**src/rtl/rv_itype_pkg.sv**
```systemverilog
// Shared opcode/funct constants and FSM state type for the RV32/64 OP-IMM core.
package rv_itype_pkg;

  localparam logic [6:0] OPC_OP_IMM = 7'b0010011;

  localparam logic [2:0] F3_ADDI  = 3'b000;
  localparam logic [2:0] F3_SLLI  = 3'b001;
  localparam logic [2:0] F3_SLTI  = 3'b010;
  localparam logic [2:0] F3_SLTIU = 3'b011;
  localparam logic [2:0] F3_XORI  = 3'b100;
  localparam logic [2:0] F3_SRXI  = 3'b101;
  localparam logic [2:0] F3_ORI   = 3'b110;
  localparam logic [2:0] F3_ANDI  = 3'b111;

  localparam logic [6:0] F7_SRAI  = 7'b0100000;

  typedef enum logic [1:0] {
    ST_FETCH = 2'd0,
    ST_EXEC  = 2'd1,
    ST_TRAP  = 2'd2
  } state_t;

endpackage

```
**src/rtl/rv_itype_core_regfile.sv**
```systemverilog
// NREGS x XLEN register file: one async read port, one sync write port, x0 hardwired to zero.
module rv_regfile #(
  parameter int XLEN  = 32,
  parameter int NREGS = 32,
  parameter int AW    = $clog2(NREGS)
) (
  input  logic            clk,
  input  logic            rst,
  input  logic [AW-1:0]   i_raddr,
  output logic [XLEN-1:0] o_rdata,
  input  logic            i_we,
  input  logic [AW-1:0]   i_waddr,
  input  logic [XLEN-1:0] i_wdata
);

  logic [XLEN-1:0] r_mem [NREGS];

  always_ff @(posedge clk or posedge rst) begin
    if (rst) begin
      for (int i = 0; i < NREGS; i++) r_mem[i] <= '0;
    end else if (i_we && (i_waddr != '0)) begin
      r_mem[i_waddr] <= i_wdata;
    end
  end

  assign o_rdata = (i_raddr == '0) ? '0 : r_mem[i_raddr];

endmodule

```
**src/rtl/rv_itype_core.sv**
```systemverilog
// Multi-cycle OP-IMM-only RISC-V core (FETCH/EXEC/TRAP).
// Define RV_ITYPE_SHIFT_EN to build the SLLI/SRLI/SRAI shifter; otherwise those encodings trap.
module rv_itype_core
  import rv_itype_pkg::*;
#(
  parameter int XLEN  = 32,
  parameter int NREGS = 32,
  parameter int PC_W  = 10
) (
  input  logic            clk,
  input  logic            rst,
  output logic            imem_req,
  output logic [PC_W-1:0] imem_addr,
  input  logic            imem_ack,
  input  logic [31:0]     imem_rdata,
  output logic [XLEN-1:0] result,
  output logic            zero,
  output logic            illegal,
  output logic [31:0]     retired
);

  localparam int AW = $clog2(NREGS);

  state_t            r_state, w_state_nx;
  logic [PC_W-1:0]   r_pc;
  logic [31:0]       r_ir;
  logic [XLEN-1:0]   r_result;
  logic              r_zero;
  logic              r_illegal;
  logic [31:0]       r_retired;

  logic              w_req, w_ir_ld, w_commit, w_trap;
  logic [6:0]        w_opc;
  logic [4:0]        w_rd, w_rs1;
  logic [2:0]        w_f3;
  logic signed [XLEN-1:0] w_imm;
  logic signed [XLEN-1:0] w_rs1_val;
  logic [XLEN-1:0]   w_alu;
  logic              w_f3_ok, w_legal;

  assign w_opc = r_ir[6:0];
  assign w_rd  = r_ir[11:7];
  assign w_f3  = r_ir[14:12];
  assign w_rs1 = r_ir[19:15];
  assign w_imm = {{(XLEN-12){r_ir[31]}}, r_ir[31:20]};

`ifdef RV_ITYPE_SHIFT_EN
  localparam int SHW = $clog2(XLEN);
  // funct bits above the shift amount; the SRAI pattern lands at 0x20 (XLEN=32) or 0x10 (XLEN=64)
  localparam logic [11:0] SRAI_HI = {F7_SRAI, 5'b0} >> SHW;
  logic [SHW-1:0] w_shamt;
  logic [11:0]    w_fhi;
  assign w_shamt = r_ir[20 +: SHW];
  assign w_fhi   = r_ir[31:20] >> SHW;
`endif

  always_comb begin
    w_f3_ok = 1'b0;
    case (w_f3)
      F3_ADDI, F3_SLTI, F3_SLTIU, F3_XORI, F3_ORI, F3_ANDI: w_f3_ok = 1'b1;
`ifdef RV_ITYPE_SHIFT_EN
      F3_SLLI: w_f3_ok = (w_fhi == '0);
      F3_SRXI: w_f3_ok = (w_fhi == '0) || (w_fhi == SRAI_HI);
`endif
      default: w_f3_ok = 1'b0;
    endcase
  end

  assign w_legal = (w_opc == OPC_OP_IMM) && w_f3_ok &&
                   (int'(w_rs1) < NREGS) && (int'(w_rd) < NREGS);

  always_comb begin
    w_alu = '0;
    case (w_f3)
      F3_ADDI:  w_alu = w_rs1_val + w_imm;
      F3_SLTI:  w_alu = {{(XLEN-1){1'b0}}, (w_rs1_val < w_imm)};
      F3_SLTIU: w_alu = {{(XLEN-1){1'b0}}, ($unsigned(w_rs1_val) < $unsigned(w_imm))};
      F3_XORI:  w_alu = w_rs1_val ^ w_imm;
      F3_ORI:   w_alu = w_rs1_val | w_imm;
      F3_ANDI:  w_alu = w_rs1_val & w_imm;
`ifdef RV_ITYPE_SHIFT_EN
      F3_SLLI:  w_alu = w_rs1_val << w_shamt;
      F3_SRXI: begin
        // kept as if/else so the arithmetic shift is not coerced to unsigned
        if (r_ir[30]) w_alu = w_rs1_val >>> w_shamt;
        else          w_alu = $unsigned(w_rs1_val) >> w_shamt;
      end
`endif
      default:  w_alu = '0;
    endcase
  end

  rv_regfile #(
    .XLEN  (XLEN),
    .NREGS (NREGS)
  ) u_regfile (
    .clk     (clk),
    .rst     (rst),
    .i_raddr (w_rs1[AW-1:0]),
    .o_rdata (w_rs1_val),
    .i_we    (w_commit),
    .i_waddr (w_rd[AW-1:0]),
    .i_wdata (w_alu)
  );

  always_ff @(posedge clk or posedge rst) begin
    if (rst) r_state <= ST_FETCH;
    else     r_state <= w_state_nx;
  end

  always_comb begin
    w_state_nx = r_state;
    w_req      = 1'b0;
    w_ir_ld    = 1'b0;
    w_commit   = 1'b0;
    w_trap     = 1'b0;
    case (r_state)
      ST_FETCH: begin
        w_req = 1'b1;
        if (imem_ack) begin
          w_ir_ld    = 1'b1;
          w_state_nx = ST_EXEC;
        end
      end
      ST_EXEC: begin
        if (w_legal) begin
          w_commit   = 1'b1;
          w_state_nx = ST_FETCH;
        end else begin
          w_trap     = 1'b1;
          w_state_nx = ST_TRAP;
        end
      end
      ST_TRAP:  w_state_nx = ST_TRAP;
      default:  w_state_nx = ST_FETCH;
    endcase
  end

  always_ff @(posedge clk or posedge rst) begin
    if (rst) begin
      r_pc      <= '0;
      r_ir      <= '0;
      r_result  <= '0;
      r_zero    <= 1'b1;
      r_illegal <= 1'b0;
      r_retired <= '0;
    end else begin
      if (w_ir_ld) r_ir <= imem_rdata;
      if (w_commit) begin
        r_pc      <= r_pc + PC_W'(1);
        r_retired <= r_retired + 32'd1;
        r_result  <= w_alu;
        r_zero    <= (w_alu == '0);
      end
      if (w_trap) r_illegal <= 1'b1;
    end
  end

  // request drops as soon as reset is asserted, independent of the state register
  assign imem_req  = w_req & ~rst;
  assign imem_addr = r_pc;
  assign result    = r_result;
  assign zero      = r_zero;
  assign illegal   = r_illegal;
  assign retired   = r_retired;

endmodule
```
**config.mk**
```make
export PLATFORM = sky130hd
export DESIGN_NAME = rv_itype_core
export DESIGN_NICKNAME = d
export VERILOG_FILES = /design/src/rtl/rv_itype_pkg.sv /design/src/rtl/rv_itype_core_regfile.sv /design/src/rtl/rv_itype_core.sv
export SDC_FILE = /design/constraint.sdc
export NUM_CORES = 2
export LEC_CHECK = 0
export BUFFER_PORTS_ARGS = -buffer_cell sky130_fd_sc_hd__buf_2
export CAP_MARGIN = 20
export CORE_AREA = 3 3 309 311
export DETAILED_ROUTE_END_ITERATION = 6
export DIE_AREA = 0 0 312 314
export PLACE_DENSITY_LB_ADDON = 0.15
export SKIP_LAST_GASP = 1
export SYNTH_ARGS = -nofsm -noshare
export SYNTH_HDL_FRONTEND = slang
export SYNTH_SLANG_ARGS = --single-unit
```
**constraint.sdc**
```tcl
create_clock -name clk -period 35.5 [get_ports clk]
set_input_delay 1.775 -clock clk [delete_from_list [all_inputs] [get_ports clk]]
set_output_delay 1.775 -clock clk [all_outputs]
set_load 0.005 [all_outputs]
```
==> impl_metrics.json <==
{
  "hp-class": "reg2reg",
  "finClkSkew_ns": 0.0368,
  "grt_max_degree": 173,
  "h-tree-depth": 3,
  "synth-edff-count": 0,
  "cts_made_buffers": 116,
  "coreArea_um2": 93000,
  "crit_start": "r_ir[15]$_DFFE_PP0P_",
  "grt_pass1_wl_um": 239000,
  "die_y_um": 314,
  "fin_cells": 6239,
  "synth_cells": 5012,
  "cp_max_fo": 115,
  "fp-row-count": 112,
  "fmax_mhz": 130,
  "cts_resized": 0,
  "min_period_ns": 7.67,
  "grt_pass1_vias": 37500,
  "finalCritPeriodShare_pct": 21.6,
  "r2r_start": "r_ir[15]$_DFFE_PP0P_",
  "ys.flop_type": "dfrtp_1",
  "viasPerCell": 6.12,
  "syn_area_per_cell_um2": 10.6,
  "grt_usage_pct": 32.3,
  "reg2reg_depth": 19,
  "dr.first_iter.drc_count": 3469,
  "synth-seq-cells": 1134,
  "layout-drive-gt1-share_pct": 17.7,
  "synth_cell_types": 86,
  "max_slew_margin_pct": 26.1,
  "crit_type": "reg2reg",
  "drtPass1Iterations": 5,
  "syn_nets": 5151,
  "ant_nets": 0,
  "hold_path.startpoint": "u_regfile.r_mem[992]$_DFFE_PP0P_",
  "vias": 38200,
  "worstMarginPinSlew_ns": 1.10,
  "cts_buffer_depth": 3,
  "drv_slew": 0,
  "critPathLaunchType": "flip-flop",
  "grt_overflow": 0,
  "clk_pin_slew_ns": 0.06,
  "cp-end-kind": "flip-flop",
  "peakVddDrop_mv": 0.0740,
  "syn_area_um2": 52900,
  "wl_um": 157000,
  "cts_root_buf": "clkbuf_16",
  "synth_warnings": 0,
  "wl_per_cell_um": 25.1,
  "synthToLayoutAreaGrowth_pct": 10.5,
  "cts_sinks": 1134,
  "initial_core_util_pct": 56.9,
  "dieWidth_um": 312,
  "p_leak_nw": 26.4,
  "clkLatencyLatePin_ns": 0.72,
  "final_common_cell": "dfrtp_1",
  "final_cell_mix": "dfrtp_1 (1127), nand2_1 (1033), o21ai_0 (914), mux4_2 (245), nor2_1 (186)",
  "portBuffers": 111,
  "drc": 0,
  "yosysSeqAreaShare_pct": 53.6,
  "pin_count": 112,
  "place_inst": 6019,
  "setup_tns_ns": 0,
  "finalHoldViolations": 0,
  "ys_async_sr_fraction_pct": 100,
  "antenna_found_initial": 1,
  "die_area_um2": 98000,
  "crit_arrival_ns": 8.31,
  "final_nets": 5026,
  "finalSetupViolCount": 0,
  "postCtsHoldBufs": 0,
  "cts_tree": "built",
  "final_util_pct": 62.8,
  "p_per_area_nw_per_um2": 72.5,
  "rsz0062_at_grt": "false",
  "place_congestion": 0.974,
  "drv_cap": 0,
  "hold_depth": 0,
  "cts_post_setup_buffers_inserted": 0,
  "required_ns": 36.14,
  "outcome": "complete, no violations",
  "dp_hpwl_um": 90200
}
-- cells in the mapped netlist, drive strengths merged (11+ instances only) --
library cell / count / area [µm²]
dfrtp: 1133 / 28400
a31oi: 14 / 87.6
o211ai: 21 / 163
nand2b: 11 / 68.8
o21ai: 945 / 4830
mux4: 255 / 5780
nor3: 29 / 160
inv: 73 / 274
nand3: 27 / 135
a22oi: 39 / 307
and3: 16 / 100
nor2b: 11 / 68.8
nand4: 23 / 144
xnor2: 49 / 429
mux2: 66 / 743
clkbuf: 411 / 1540
o221ai: 12 / 105
a21oi: 187 / 955
ha: 103 / 1290
buf: 56 / 327
mux2i: 57 / 571
or2: 25 / 156
o22ai: 13 / 81.3
nor2: 188 / 706
a221oi: 14 / 129
or3: 12 / 75.1
nand2: 1060 / 3980
o21bai: 16 / 120
-- per-stage QoR --
stage	hold WS [ns]	cell area, µm²	setup WS (ns)	total power, mW
4_1_cts	0.377	58400	27.89	4.23
2_1_floorplan	0.422	52900	1.79	2.43
3_3_place_gp	0.360	54300	27.69	2.96
6_report	0.374	58500	27.83	4.24
5_1_grt	0.384	58400	27.33	4.42
3_5_place_dp	0.363	54300	27.62	2.95
-- worst paths after layout --
| check | endpoint | slack [ns] |
|---|---|---|
| max reg2reg | zero$_DFFE_PP1P_ | 27.83 |
| max in group asynchronous | u_regfile.r_mem[919]$_DFFE_PP0P_ | 28.62 |
| max | zero$_DFFE_PP1P_ | 27.83 |
| min | u_regfile.r_mem[992]$_DFFE_PP0P_ | 0.37 |
| min in group asynchronous | r_ir[2]$_DFFE_PP0P_ | 1.28 |
| min reg2reg | u_regfile.r_mem[992]$_DFFE_PP0P_ | 0.37 |
-- kinds of logic (layout without fill, tap and decap cells) --
family | after synthesis | count (layout) | synth area share (%)
AO/OA/AOI/OAI | 1346 | 1346 | 14.2
XOR/XNOR | 58 | 58 | 0.960
adder cells (fa/ha/maj) | 104 | 104 | 2.47
buffers and inverters | 544 | 516 | 4.08
flip-flops | 1134 | 1134 | 53.6
multiplexers | 378 | 378 | 13.4
other | 0 | 1 | 0
AND/OR/NAND/NOR | 1448 | 1448 | 11.2
-- power breakdown --
group          total, mW  switching, mW  internal, mW
clock               1.28          0.522         0.757
combinational       1.56           1.10         0.465
sequential          1.40         0.0743          1.33
total               4.24           1.69          2.55
-- registers in the layout (all words and copies together) (netlist names) --
signal	count
u_regfile.r_mem	1024
r_ir	32
result	32
retired	32
imem_addr	10
r_state	2
illegal	1
zero	1
-- critical path, cell delays in order (launching register included) --
cell,delay [ns]
dfrtp_4,0.89
buf_12,0.65
buf_4,0.69
mux4_2,0.59
mux4_2,0.50
mux2_2,0.31
nand2_1,0.10
ha_1,0.31
or4_1,0.54
nor2_1,0.20
nand2_1,0.10
nor2_1,0.14
o21ai_0,0.09
o21ai_0,0.30
a2111o_1,0.15
nand2_1,0.60
nor3b_1,0.43
nand4_1,0.14
nor4_1,0.39
a32o_1,0.21
-- area by class of cell --
| class | count | area (µm²) |
|---|---|---|
| fillers | 7538 | 34600 |
| flip-flops and latches | 1134 | 28400 |
| multi-input cells | 3334 | 22600 |
| clock buffers | 170 | 3440 |
| well taps | 1254 | 1570 |
| repair buffers | 224 | 1530 |
| clock inverters | 45 | 577 |
| inverters | 77 | 299 |
| diodes | 1 | 2.50 |
-- metal layers --
layer / vias up / part of all wire [%] / GRT usage, %
met5: - / 0 / 0
met4: 0 / 4.4 / 12.7
met3: 328 / 6.8 / 5.54
met2: 1352 / 47 / 51.3
met1: 19300 / 42 / 45.0
li1: 17200 / - / -
No activity file was read; power rests on OpenSTA's default activity.
